==> config.mk <==
export PLATFORM = sky130hd
export DESIGN_NAME = cache_fill_fsm
export DESIGN_NICKNAME = d
export VERILOG_FILES = /design/src/rtl/cache_fill_fsm.sv
export SDC_FILE = /design/constraint.sdc
export NUM_CORES = 1
export LEC_CHECK = 0
export CORE_ASPECT_RATIO = 1.2
export CORE_MARGIN = 2
export CORE_UTILIZATION = 30
export DETAILED_ROUTE_END_ITERATION = 8
export PLACE_DENSITY_LB_ADDON = 0.12
export SETUP_SLACK_MARGIN = 0.5
export SKIP_LAST_GASP = 1
export SYNTH_ARGS = -nofsm -noshare
export SYNTH_HDL_FRONTEND = slang
export SYNTH_SLANG_ARGS = --single-unit
==> constraint.sdc <==
create_clock -name clk -period 1.4 [get_ports clk]
set_input_delay 0.35 -clock clk [delete_from_list [all_inputs] [get_ports clk]]
set_output_delay 0.35 -clock clk [all_outputs]
set_load 0.05 [all_outputs]
==> src/rtl/cache_fill_fsm.sv <==
// cache_fill_fsm: fills one cache block on a miss.
//
// When a miss is seen while idle, the FSM latches the block base address. It
// then issues one main-memory read per word on back-to-back cycles. Each
// returned word is written into the data array in the same cycle it arrives.
// The tag array is written together with the last word. The requester is
// stalled (fsm_busy) for the whole fill.
//
// Ports
//   clk, rst_n         clock, asynchronous active-low reset
//   miss_detected      cache lookup missed this cycle
//   miss_address       byte address of the missing access
//   fsm_busy           fill in progress, stall the requester
//   mem_read_en        read request to main memory this cycle
//   memory_address     byte address of the current read request
//   memory_data_valid  one word returned this cycle (in request order)
//   memory_data        returned word
//   write_data_array   write fill_data at fill_address
//   fill_address       byte address of the returned word
//   fill_word_idx      word index of the returned word within the block
//   fill_data          returned word (pass-through)
//   write_tag_array    write tag/valid for the block at fill_address
module cache_fill_fsm #(
  parameter  int BLOCK_WORDS = 8,
  parameter  int ADDR_W      = 16,
  localparam int IDX_W       = $clog2(BLOCK_WORDS)
) (
  input  logic              clk,
  input  logic              rst_n,
  input  logic              miss_detected,
  input  logic [ADDR_W-1:0] miss_address,
  output logic              fsm_busy,
  output logic              mem_read_en,
  output logic [ADDR_W-1:0] memory_address,
  input  logic              memory_data_valid,
  input  logic [15:0]       memory_data,
  output logic              write_data_array,
  output logic [ADDR_W-1:0] fill_address,
  output logic [IDX_W-1:0]  fill_word_idx,
  output logic [15:0]       fill_data,
  output logic              write_tag_array
);

  typedef enum logic {IDLE, FILL} state_t;

  localparam logic [IDX_W:0]    NWORDS    = (IDX_W+1)'(BLOCK_WORDS);
  localparam logic [IDX_W-1:0]  LAST_IDX  = IDX_W'(BLOCK_WORDS - 1);
  // Words are 2 bytes, so the block offset spans IDX_W+1 address bits.
  localparam logic [ADDR_W-1:0] BASE_MASK = ~ADDR_W'((1 << (IDX_W + 1)) - 1);

  state_t            state;
  logic [ADDR_W-1:0] base;
  logic [IDX_W:0]    issueCnt;   // saturates at BLOCK_WORDS
  logic [IDX_W-1:0]  recvCnt;
  logic              issuing;
  logic              lastWord;
  logic [IDX_W-1:0]  issueIdx;

  assign issuing  = (state == FILL) && (issueCnt < NWORDS);
  assign lastWord = (recvCnt == LAST_IDX);
  // Once all reads are out, issueCnt sits at BLOCK_WORDS (top bit set).
  // The request address then stays on the last word instead of stepping
  // past the block.
  assign issueIdx = issueCnt[IDX_W] ? LAST_IDX : issueCnt[IDX_W-1:0];

  // Request side: registers only, no path from any input.
  assign fsm_busy       = (state == FILL);
  assign mem_read_en    = issuing;
  assign memory_address = base + ADDR_W'({issueIdx, 1'b0});

  // Return side: qualified directly by memory_data_valid.
  assign write_data_array = (state == FILL) && memory_data_valid;
  assign write_tag_array  = write_data_array && lastWord;
  assign fill_address     = base + ADDR_W'({recvCnt, 1'b0});
  assign fill_word_idx    = recvCnt;
  assign fill_data        = memory_data;

  always_ff @(posedge clk or negedge rst_n) begin
    if (!rst_n) begin
      state    <= IDLE;
      base     <= '0;
      issueCnt <= '0;
      recvCnt  <= '0;
    end else if (state == IDLE) begin
      // Returns that arrive while idle (e.g. left over from an aborted fill)
      // are ignored.
      if (miss_detected) begin
        base     <= miss_address & BASE_MASK;
        issueCnt <= '0;
        recvCnt  <= '0;
        state    <= FILL;
      end
    end else begin
      if (issuing) issueCnt <= issueCnt + (IDX_W+1)'(1);
      if (memory_data_valid) begin
        recvCnt <= recvCnt + IDX_W'(1);
        // A new miss is never taken here, even on the last word. It is
        // taken on the first idle cycle that follows.
        if (lastWord) state <= IDLE;
      end
    end
  end

endmodule

==> impl_metrics.env <==
export IMPL_numClockSinks=20
export IMPL_start_util=0.310
export IMPL_setup_viol=9
export IMPL_vias_per_cell=4.25
export IMPL_post_layout_nonfiller_instances=204
export IMPL_drt_initial_drc_count=9
export IMPL_endpoint_kind="output port"
export IMPL_synth_mux_area_frac=0.180
export IMPL_gp_congestion=0.768
export IMPL_grt_ovfl_total=0
export IMPL_antenna_found_initial=0
export IMPL_hold_viol_final=0
export IMPL_crit_family="flip-flops"
export IMPL_drive_above_1_share=0.773
export IMPL_place_hpwl_um=1970
export IMPL_syn_area_per_cell_um2=11.4
export IMPL_clockRootBuffer="clkbuf_8"
export IMPL_critical_path_class="flop to output port"
export IMPL_first_pass_iters=2
export IMPL_min_period_ns=1.65
export IMPL_reg2reg_to="base[14]"
export IMPL_wl_per_cell_um=14.2
export IMPL_syn_to_final_growth_pct=93.6
export IMPL_ys_ff_latch=20
export IMPL_antenna_left=0
export IMPL_cap_violations=0
export IMPL_timing_critical_path_buf_inv=1
export IMPL_seq_area_frac_synth=0.417
export IMPL_h_tree_depth=1
export IMPL_drc=0
export IMPL_startpoint="fill_word_idx[1]"
export IMPL_cts_buffer_depth=2
export IMPL_rsz0062_at_grt="yes"
export IMPL_drt_wl_total_um=2890
export IMPL_cts_tree="built"
export IMPL_core_area_um2=3880
export IMPL_netlist_area_leader_share=0.417
export IMPL_yosys_top_cells_count="33 x buf_4, 20 x dfrtp_1, 10 x mux2_4"
export IMPL_io_buffer_count=52
export IMPL_die_h_um=73.3
export IMPL_slowest_stage="dfrtp_2"
export IMPL_start_kind="flop"
export IMPL_skew_ns=0.00210
export IMPL_ys_flop_type="dfrtp_1"
export IMPL_clock_latency_ns=0.25
export IMPL_path_common_cell="ha_4"
export IMPL_r2r_worst_path_cells=4
export IMPL_worst_path_largest_cell_delay_ns=0.43
export IMPL_drv_slew=0
export IMPL_diodes=0
export IMPL_synth_simple_area_share=0.0865
export IMPL_yosysWarnings=0
export IMPL_rows=25
export IMPL_rrSetupSlack_ns=0.01
export IMPL_max_freq_ghz=0.608
export IMPL_numCtsBuffers=3
export IMPL_yosys_area_share_xor_xnor=0.0146
export IMPL_async_reset_ff_frac=1.00
export IMPL_track_usage=0.137
export IMPL_io_pins=91
export IMPL_synth_cells=105
export IMPL_die_w_um=61.8
export IMPL_synth_edf_count=0
export IMPL_nFillCells=333
export IMPL_yosysMostFrequentCell="buf_4"
export IMPL_timing_rr_start="fsm_busy"
export IMPL_synth_area_top_cells="dfrtp_1 42%, buf_4 21%, mux2_4 13%"
export IMPL_synth_compound_area_frac=0.0406
export IMPL_cts_hold_buffers_added=0
export IMPL_die_area_um2=4530
export IMPL_dp_cells=186
export IMPL_syn_area_um2=1200
export IMPL_finalWorstSetupSlack_ns=-0.246
export IMPL_violations="negative setup slack"
export IMPL_vias=866
export IMPL_min_delay_path_class="input port to async pin"
export IMPL_crit_chain="ha_4 -> ha_4 -> and3_4 -> buf_12"
export IMPL_synth_largest_area_cell="dfrtp_1"
export IMPL_synth_top_family_by_area="buffers and inverters"
export IMPL_finalCritPeriodShare=1.18
export IMPL_arrival_ns=1.30
export IMPL_first_global_vias=955
export IMPL_grt_max_degree=21
export IMPL_crit_required_ns=1.05
export IMPL_clk_pin_slew_ns=0.07
export IMPL_grt_pass1_wl_um=4650
export IMPL_outcome="complete, but fails checks"
export IMPL_synth_adder_area_share=0.0313
export IMPL_yosysUniqueCellTypes=25
export IMPL_fin_nets=190
export IMPL_path_max_fanout=2
==> per-stage QoR <==
step / worst slack, ns / util / cell area [um^2] / hold slack [ns] / TNS [ns]
final: -0.246 / 0.600 / 2330 / 0.442 / -0.557
after global routing: -0.276 / 0.600 / 2330 / 0.460 / -1.03
after CTS: -0.258 / 0.589 / 2280 / 0.449 / -0.555
after detailed placement: -0.259 / 0.535 / 2080 / 0.499 / -3.69
after global placement: -0.255 / 0.535 / 2080 / 0.504 / -3.69
after floorplan: -0.0592 / - / 1410 / 0.0544 / -0.118
==> flip-flops by register name, indices dropped and copies added (netlist names) <==
register	count
fill_word_idx	3
fsm_busy	1
issueCnt	4
base	12
==> how the worst max path moves through the flow <==
stage                  endpoint  slack [ns]  depth (start not counted)
6_report        write_tag_array       -0.25                          4
5_1_grt         write_tag_array       -0.28                          4
4_1_cts         write_tag_array       -0.26                          4
3_5_place_dp   fill_word_idx[2]       -0.26                          4
3_3_place_gp   fill_word_idx[2]       -0.25                          4
2_1_floorplan  fill_word_idx[2]       -0.06                          4
==> cell type report <==
cell class	instances	area [um^2]	area share
Clock buffer	4	55.1	0.0237
Inverter	1	3.75	0.00161
Multi-Input combinational cell	49	544	0.234
Sequential cell	20	526	0.226
Tap cell	54	67.6	0.0290
Timing Repair Buffer	76	1130	0.486
==> cell families (layout without fill, tap and decap cells) <==
group	after synthesis	count (layout)
buffers and inverters	37	81
DFF	20	20
and+or+nand+nor	18	18
muxes	16	16
AOI/OAI and AO/OA	8	8
adders and majority gates	3	3
xor gates and xnor gates	2	2
other	1	2
==> timing repair <==
action / 4_1_cts / 5_1_grt
setup buffers: 9 / 4
gates cloned: 1 / 0
pin swaps: 3 / 4
setup endpoints to repair: 57 / 57
hold endpoints to repair: 0 / 0
resized for setup: 16 / 4
==> placed cells by master (no fill, tap or decap), types with 3 or more instances in the layout <==
| master | Yosys | routed |
|---|---|---|
| or2_4 | 0 | 3 |
| clkdlybuf4s50_1 | 0 | 14 |
| ha_4 | 0 | 3 |
| buf_6 | 1 | 8 |
| dfrtp_2 | 0 | 17 |
| buf_4 | 33 | 14 |
| mux2_4 | 10 | 14 |
| clkbuf_8 | 0 | 4 |
| buf_12 | 0 | 38 |
| nand2_1 | 3 | 3 |
==> per-layer routing <==
| layer | wire length, um | track usage | vias up | part of all wire |
|---|---|---|---|---|
| met4 | 21 | 0.0567 | 0 | 0.0073 |
| li1 | - | - | 400 | - |
| met2 | 1520 | 0.223 | 47 | 0.53 |
| met3 | 243 | 0.0458 | 4 | 0.084 |
| met1 | 1110 | 0.163 | 415 | 0.38 |
| met5 | 0 | 0 | - | 0 |
Power of run 1 is not shown: default switching activity piles up to over one toggle a cycle in this logic, so the estimate is an artifact.
